## src/rtl/simon_cfg_pkg.sv

```systemverilog
// Shared types and constants for the simon configuration-port AXI4-Lite initiator.
package simon_cfg_pkg;

    localparam int CFG_ADDR_WIDTH = 32;
    localparam int CFG_DATA_WIDTH = 32;

    localparam logic [1:0] RESP_OKAY   = 2'b00;
    localparam logic [1:0] RESP_EXOKAY = 2'b01;
    localparam logic [1:0] RESP_SLVERR = 2'b10;
    localparam logic [1:0] RESP_DECERR = 2'b11;

    typedef enum logic [2:0] {
        ST_IDLE,
        ST_WR,
        ST_WR_RESP,
        ST_RD_ADDR,
        ST_RD_DATA,
        ST_RSP
    } state_e;

    // States in which a bus transaction is outstanding and the watchdog runs.
    function automatic logic is_bus_active(state_e s);
        return (s == ST_WR) || (s == ST_WR_RESP) || (s == ST_RD_ADDR) || (s == ST_RD_DATA);
    endfunction

endpackage

```

## src/rtl/simon_cfg_watchdog.sv

```systemverilog
// Per-transaction watchdog: loadable counter with enable and a combinational expiry flag.
module simon_cfg_watchdog
    import simon_cfg_pkg::*;
#(
    parameter int TIMEOUT_CYCLES = 1024
) (
    input  logic clk,
    input  logic rst,
    input  logic load,
    input  logic enable,
    output logic expired
);

    localparam int CNT_W = (TIMEOUT_CYCLES > 1) ? $clog2(TIMEOUT_CYCLES + 1) : 1;
    localparam logic [CNT_W-1:0] LIMIT = CNT_W'((TIMEOUT_CYCLES > 0) ? TIMEOUT_CYCLES - 1 : 0);

    logic [CNT_W-1:0] count_q;
    logic [CNT_W-1:0] count_d;

    // The load value of 1 makes the acceptance cycle itself count toward the budget.
    always_comb begin
        count_d = count_q;
        expired = (TIMEOUT_CYCLES != 0) && enable && (count_q >= LIMIT);
        if (load) begin
            count_d = CNT_W'(1);
        end else if (enable && !expired) begin
            count_d = count_q + CNT_W'(1);
        end
    end

    always_ff @(posedge clk or posedge rst) begin
        if (rst) begin
            count_q <= '0;
        end else begin
            count_q <= count_d;
        end
    end

endmodule

```

## src/rtl/simon_cfg_axil_master.sv

```systemverilog
// AXI4-Lite initiator for the simon cfg port: one outstanding command, registered outputs, watchdog abort.
module simon_cfg_axil_master
    import simon_cfg_pkg::*;
#(
    parameter int ADDR_WIDTH     = CFG_ADDR_WIDTH,
    parameter int DATA_WIDTH     = CFG_DATA_WIDTH,
    parameter int STRB_WIDTH     = DATA_WIDTH / 8,
    parameter int TIMEOUT_CYCLES = 1024
) (
    input  logic                  clk_simon_cfg,
    input  logic                  rst_simon_cfg,
    input  logic                  cmd_valid,
    output logic                  cmd_ready,
    input  logic                  cmd_write,
    input  logic [ADDR_WIDTH-1:0] cmd_addr,
    input  logic [DATA_WIDTH-1:0] cmd_wdata,
    input  logic [STRB_WIDTH-1:0] cmd_wstrb,
    output logic                  rsp_valid,
    input  logic                  rsp_ready,
    output logic [DATA_WIDTH-1:0] rsp_rdata,
    output logic [1:0]            rsp_resp,
    output logic                  rsp_timeout,
    output logic                  bus_hung,
    output logic [ADDR_WIDTH-1:0] m_araddr,
    output logic [2:0]            m_arprot,
    output logic                  m_arvalid,
    input  logic                  m_arready,
    input  logic [DATA_WIDTH-1:0] m_rdata,
    input  logic [1:0]            m_rresp,
    input  logic                  m_rvalid,
    output logic                  m_rready,
    output logic [ADDR_WIDTH-1:0] m_awaddr,
    output logic [2:0]            m_awprot,
    output logic                  m_awvalid,
    input  logic                  m_awready,
    output logic [DATA_WIDTH-1:0] m_wdata,
    output logic [STRB_WIDTH-1:0] m_wstrb,
    output logic                  m_wvalid,
    input  logic                  m_wready,
    input  logic [1:0]            m_bresp,
    input  logic                  m_bvalid,
    output logic                  m_bready
);

    state_e                state_q, state_d;
    logic                  cmd_ready_q, cmd_ready_d;
    logic [ADDR_WIDTH-1:0] addr_q, addr_d;
    logic [DATA_WIDTH-1:0] wdata_q, wdata_d;
    logic [STRB_WIDTH-1:0] wstrb_q, wstrb_d;
    logic                  awvalid_q, awvalid_d;
    logic                  wvalid_q, wvalid_d;
    logic                  arvalid_q, arvalid_d;
    logic                  bready_q, bready_d;
    logic                  rready_q, rready_d;
    logic                  rsp_valid_q, rsp_valid_d;
    logic [DATA_WIDTH-1:0] rsp_rdata_q, rsp_rdata_d;
    logic [1:0]            rsp_resp_q, rsp_resp_d;
    logic                  rsp_timeout_q, rsp_timeout_d;
    logic                  bus_hung_q, bus_hung_d;

    logic accept;
    logic abort;
    logic wd_expired;
    logic aw_done;
    logic w_done;

    simon_cfg_watchdog #(
        .TIMEOUT_CYCLES(TIMEOUT_CYCLES)
    ) u_watchdog (
        .clk    (clk_simon_cfg),
        .rst    (rst_simon_cfg),
        .load   (accept),
        .enable (is_bus_active(state_q)),
        .expired(wd_expired)
    );

    assign aw_done = !awvalid_q || m_awready;
    assign w_done  = !wvalid_q || m_wready;

    // A completing handshake always takes priority over watchdog expiry in the same cycle.
    always_comb begin
        state_d       = state_q;
        cmd_ready_d   = cmd_ready_q;
        addr_d        = addr_q;
        wdata_d       = wdata_q;
        wstrb_d       = wstrb_q;
        awvalid_d     = awvalid_q;
        wvalid_d      = wvalid_q;
        arvalid_d     = arvalid_q;
        bready_d      = bready_q;
        rready_d      = rready_q;
        rsp_valid_d   = rsp_valid_q;
        rsp_rdata_d   = rsp_rdata_q;
        rsp_resp_d    = rsp_resp_q;
        rsp_timeout_d = rsp_timeout_q;
        bus_hung_d    = bus_hung_q;
        accept        = 1'b0;
        abort         = 1'b0;

        unique case (state_q)
            ST_IDLE: begin
                cmd_ready_d = 1'b1;
                if (cmd_valid) begin
                    accept        = 1'b1;
                    cmd_ready_d   = 1'b0;
                    rsp_timeout_d = 1'b0;
                    addr_d        = cmd_addr & ~ADDR_WIDTH'(3);
                    wdata_d       = cmd_wdata;
                    wstrb_d       = cmd_wstrb;
                    if (cmd_write) begin
                        awvalid_d = 1'b1;
                        wvalid_d  = 1'b1;
                        state_d   = ST_WR;
                    end else begin
                        arvalid_d = 1'b1;
                        state_d   = ST_RD_ADDR;
                    end
                end
            end
            ST_WR: begin
                if (awvalid_q && m_awready) awvalid_d = 1'b0;
                if (wvalid_q && m_wready)   wvalid_d  = 1'b0;
                if (aw_done && w_done) begin
                    bready_d = 1'b1;
                    state_d  = ST_WR_RESP;
                end else if (wd_expired) begin
                    abort = 1'b1;
                end
            end
            ST_WR_RESP: begin
                if (m_bvalid) begin
                    bready_d    = 1'b0;
                    rsp_resp_d  = m_bresp;
                    rsp_rdata_d = '0;
                    rsp_valid_d = 1'b1;
                    state_d     = ST_RSP;
                end else if (wd_expired) begin
                    abort = 1'b1;
                end
            end
            ST_RD_ADDR: begin
                if (m_arready) begin
                    arvalid_d = 1'b0;
                    rready_d  = 1'b1;
                    state_d   = ST_RD_DATA;
                end else if (wd_expired) begin
                    abort = 1'b1;
                end
            end
            ST_RD_DATA: begin
                if (m_rvalid) begin
                    rready_d    = 1'b0;
                    rsp_rdata_d = m_rdata;
                    rsp_resp_d  = m_rresp;
                    rsp_valid_d = 1'b1;
                    state_d     = ST_RSP;
                end else if (wd_expired) begin
                    abort = 1'b1;
                end
            end
            ST_RSP: begin
                if (rsp_ready) begin
                    rsp_valid_d = 1'b0;
                    cmd_ready_d = 1'b1;
                    state_d     = ST_IDLE;
                end
            end
            default: begin
                state_d = ST_IDLE;
            end
        endcase

        // Abandoning the hung bus is the one place valid is withdrawn without a handshake.
        if (abort) begin
            awvalid_d     = 1'b0;
            wvalid_d      = 1'b0;
            arvalid_d     = 1'b0;
            bready_d      = 1'b0;
            rready_d      = 1'b0;
            rsp_valid_d   = 1'b1;
            rsp_resp_d    = RESP_SLVERR;
            rsp_rdata_d   = '0;
            rsp_timeout_d = 1'b1;
            bus_hung_d    = 1'b1;
            state_d       = ST_RSP;
        end
    end

    always_ff @(posedge clk_simon_cfg or posedge rst_simon_cfg) begin
        if (rst_simon_cfg) begin
            state_q       <= ST_IDLE;
            cmd_ready_q   <= 1'b1;
            addr_q        <= '0;
            wdata_q       <= '0;
            wstrb_q       <= '0;
            awvalid_q     <= 1'b0;
            wvalid_q      <= 1'b0;
            arvalid_q     <= 1'b0;
            bready_q      <= 1'b0;
            rready_q      <= 1'b0;
            rsp_valid_q   <= 1'b0;
            rsp_rdata_q   <= '0;
            rsp_resp_q    <= RESP_OKAY;
            rsp_timeout_q <= 1'b0;
            bus_hung_q    <= 1'b0;
        end else begin
            state_q       <= state_d;
            cmd_ready_q   <= cmd_ready_d;
            addr_q        <= addr_d;
            wdata_q       <= wdata_d;
            wstrb_q       <= wstrb_d;
            awvalid_q     <= awvalid_d;
            wvalid_q      <= wvalid_d;
            arvalid_q     <= arvalid_d;
            bready_q      <= bready_d;
            rready_q      <= rready_d;
            rsp_valid_q   <= rsp_valid_d;
            rsp_rdata_q   <= rsp_rdata_d;
            rsp_resp_q    <= rsp_resp_d;
            rsp_timeout_q <= rsp_timeout_d;
            bus_hung_q    <= bus_hung_d;
        end
    end

    assign cmd_ready   = cmd_ready_q;
    assign rsp_valid   = rsp_valid_q;
    assign rsp_rdata   = rsp_rdata_q;
    assign rsp_resp    = rsp_resp_q;
    assign rsp_timeout = rsp_timeout_q;
    assign bus_hung    = bus_hung_q;
    assign m_araddr    = addr_q;
    assign m_awaddr    = addr_q;
    assign m_wdata     = wdata_q;
    assign m_wstrb     = wstrb_q;
    assign m_arvalid   = arvalid_q;
    assign m_awvalid   = awvalid_q;
    assign m_wvalid    = wvalid_q;
    assign m_rready    = rready_q;
    assign m_bready    = bready_q;
    assign m_arprot    = 3'b000;
    assign m_awprot    = 3'b000;

endmodule

```

## config.mk

```make
export PLATFORM = sky130hd
export DESIGN_NAME = simon_cfg_axil_master
export DESIGN_NICKNAME = d
export VERILOG_FILES = /design/src/rtl/simon_cfg_pkg.sv /design/src/rtl/simon_cfg_watchdog.sv /design/src/rtl/simon_cfg_axil_master.sv
export SDC_FILE = /design/constraint.sdc
export NUM_CORES = 1
export LEC_CHECK = 0
export CAP_MARGIN = 20
export CORE_MARGIN = 2
export CORE_UTILIZATION = 41
export CTS_CLUSTER_DIAMETER = 200
export DETAILED_ROUTE_END_ITERATION = 10
export GPL_ROUTABILITY_DRIVEN = 1
export HOLD_SLACK_MARGIN = 0.02
export PLACE_DENSITY = 0.81
export RECOVER_POWER = 50
export SLEW_MARGIN = 20
export SYNTH_ARGS = -nofsm -noshare
export SYNTH_HDL_FRONTEND = slang
export SYNTH_SLANG_ARGS = --single-unit
```

## constraint.sdc

```tcl
create_clock -name clk_simon_cfg -period 5.7 [get_ports clk_simon_cfg]
set_input_delay 1.14 -clock clk_simon_cfg [delete_from_list [all_inputs] [get_ports clk_simon_cfg]]
set_output_delay 1.14 -clock clk_simon_cfg [all_outputs]
set_load 0.02 [all_outputs]
```

==> run metrics <==
first-pass GRT wire length=roughly 24000 um; clk_skew=about 0.0067 ns; Hold Crit Class=reg -> reg; register area share after synthesis=0.560; number of synthesized flops with an enable pin=0; Seq cells post-synth=between 100 and 150; pwr/cell area=565 mW/mm^2; CTS Hold Bufs=0; WP data required=between 5 and 6 ns; final worst-path cycle share=0.568; met1 wire length=approximately 6200 um; Reg power frac=0.318; Final Total Pwr=~0.0048 W; Main synth FF type=dfrtp_1; relative slew slack=-0.302; worst reg2reg path depth=4; Clk pwr share=0.214; FFs w/ async S/R, synth=1.00; Port Buffers=250; Fillers=around 1.1k; die area=around 0.014 mm^2; final RePlAce weighted congestion=between 0.7 and 0.8; cell taking the most area after synthesis=dfrtp_1; Longest Clk Path Bufs=2; clk sinks=roughly 120; Crit path arrival time=~3.5 ns; antenna cells=0; Post-DP HPWL=about 10000 um; setup bufs post-CTS=0; Yosys top cell area share=0.555; initial antenna violation count=0; Starting Density=0.417; core area=approximately 0.013 mm^2; # IOs=263; Post-Syn Area=approximately 0.0055 mm^2; Reg clk slew, reported paths=around 0.05 ns; synth-to-layout area growth=53.1%; Via density=approximately 4.9; synth cell count leaders=nand2_1, dfrtp_1, a21oi_1, buf_4, nand3_1; Chip Height=approximately 120 um; Syn Inst Count=614; routed length on met3=1180 um; 1st-iter DRT viols=around 270; Top Layer Used=met4; DR vias=4931; row count=42; htree depth=4; CP Max Fanout=24; Period minus WS final=between 3 and 4 ns; Root Driver=clkbuf_16; peak supply drop=roughly 0.28 mV; Worst setup EP type=flip-flop; synth top area cells=dfrtp_1, nand2_1, buf_4; total global routing overflow=0; CTS resizes=0; # setup viols final=0; Clock Latency Late Sink=roughly 0.40 ns; max_cap viols=1; failing checks=capacitance limit, slew limit; Avg WL per Cell=14.7 um; largest net degree at the start of global routing=49; FF-to-FF Start=state_q[1]; nets@finish=937; Power Internal=slightly below 0.003 W; combinational share of power=0.469; Unique masters post-synth=52; most frequent cell after synthesis=nand2_1; hold wc startpoint=m_wdata[21]; Psw=around 0.0019 W; RSZ-0062 raised after global routing=no; Fmax=about 0.31 GHz; flop2flop setup slack=2.99 ns; final count of hold timing violations=0; critical path type=in -> reg; Worst Tran Pin Value=1.94 ns; synth warn=0; Detailed Routing Iterations Pass 1=7; r2r endpoint=rsp_timeout; overall routed net length=14900 um; vias in the first global route=4718; Hold EP=m_wdata[21]; number of max-slew violations in the final report=46; sw frac=0.390; worst hold stages=2; Die Wd=approximately 120 um; CP Launch Type=input pin; Pleak=a little under 4 nW; status=finished with violations; met2 wire length=7140 um; Num CTS Buffers=17; Post-route DRC=0; remaining antenna violation count after routing=0; Tot GR Track Use=0.214; Mapped Avg Cell Area=between 8 and 9 um^2; layout cells sized above 1=0.0467; total negative slack=0 ns; CTS tree=built
-- registers in the layout, summed over array words and instances (netlist names) --
| register | count |
|---|---|
| m_wdata | 32 |
| rsp_rdata | 32 |
| m_wstrb | 4 |
| m_awvalid | 1 |
| m_bready | 1 |
| state_q | 3 |
| bus_hung | 1 |
| m_rready | 1 |
| m_araddr | 30 |
| rsp_timeout | 1 |
| u_watchdog.count_q | 11 |
| rsp_valid | 1 |
| m_wvalid | 1 |
| rsp_resp | 2 |
| m_arvalid | 1 |
| cmd_ready | 1 |
-- final cells by class --
cell class	count	area, um^2	area share
Clock buffer	30	534	0.0635
Multi-Input combinational cell	416	1960	0.233
Clock inverter	2	35.0	0.00416
Timing Repair Buffer	257	2550	0.304
Tap cell	176	220	0.0262
Inverter	7	27.5	0.00327
Sequential cell	123	3080	0.366
-- layer usage --
metal,global-route usage,vias to the layer above
met3,0.0765,26
li1,-,2385
met2,0.343,209
met4,0.0875,0
met1,0.265,2311
met5,0,-
-- layout by cell type (no fill, tap or decap), types with 7 or more instances in the layout --
cell type        netlist  layout
nand2_1              241     241
clkbuf_16              0      17
buf_4                 40       7
dlygate4sd3_1          0      62
nand3_1               38      38
nor2_1                 7       7
dfrtp_1              122     122
conb_1                 1      10
clkbuf_1              10       7
clkdlybuf4s50_1        0     188
a21oi_1               43      43
-- how the worst max path moves through the flow --
stage | slack, ns | from | endpoint | cells past startpoint
final | 2.47 | m_wready | bus_hung | 6
after CTS | 2.85 | m_wready | bus_hung | 6
after detailed placement | 2.43 | m_wready | bus_hung | 6
after global placement | 2.51 | m_rvalid | m_wvalid | 6
after floorplan | 1.29 | rst_simon_cfg | bus_hung | 1
after global routing | 2.35 | rst_simon_cfg | rsp_rdata[11] | 3
-- metrics by stage --
stage          utilization  setup slack, ns  cell area [um^2]  std cells  hold slack (ns)
6_report             0.638             2.47              8410       1011            0.464
3_5_place_dp         0.595             2.43              7850        979            0.461
2_1_floorplan            -             1.29              5530        623            0.440
3_3_place_gp         0.595             2.51              7850        979            0.457
5_1_grt              0.638             2.35              8410       1011            0.485
4_1_cts              0.638             2.85              8420       1011            0.475
-- worst max-delay path, stage by stage --
cell	delay [ns]
dlygate4sd3_1	0.56
nor2b_1	0.07
o311ai_0	0.84
a21boi_4	0.32
buf_4	0.33
or2_1	0.23
-- cells by family after synthesis --
family | after synthesis | share of synthesized area
compound gates | 79 | 0.0888
other cells | 1 | 0.000682
mux | 4 | 0.00728
simple gates | 322 | 0.249
buf+inv | 84 | 0.0917
flops | 123 | 0.560
fa+ha+maj | 1 | 0.00228
-- power groups by stage --
stage	logic (W)	registers [W]	clock network [W]
6_report	0.00223	0.00151	0.00102
5_1_grt	0.00241	0.00156	0.00109
3_3_place_gp	0.00228	0.00151	0
2_1_floorplan	0.000968	0.00187	0
4_1_cts	0.00232	0.00152	0.00104
3_5_place_dp	0.00232	0.00153	0
Note: power is estimated with default switching activity, not from simulation.
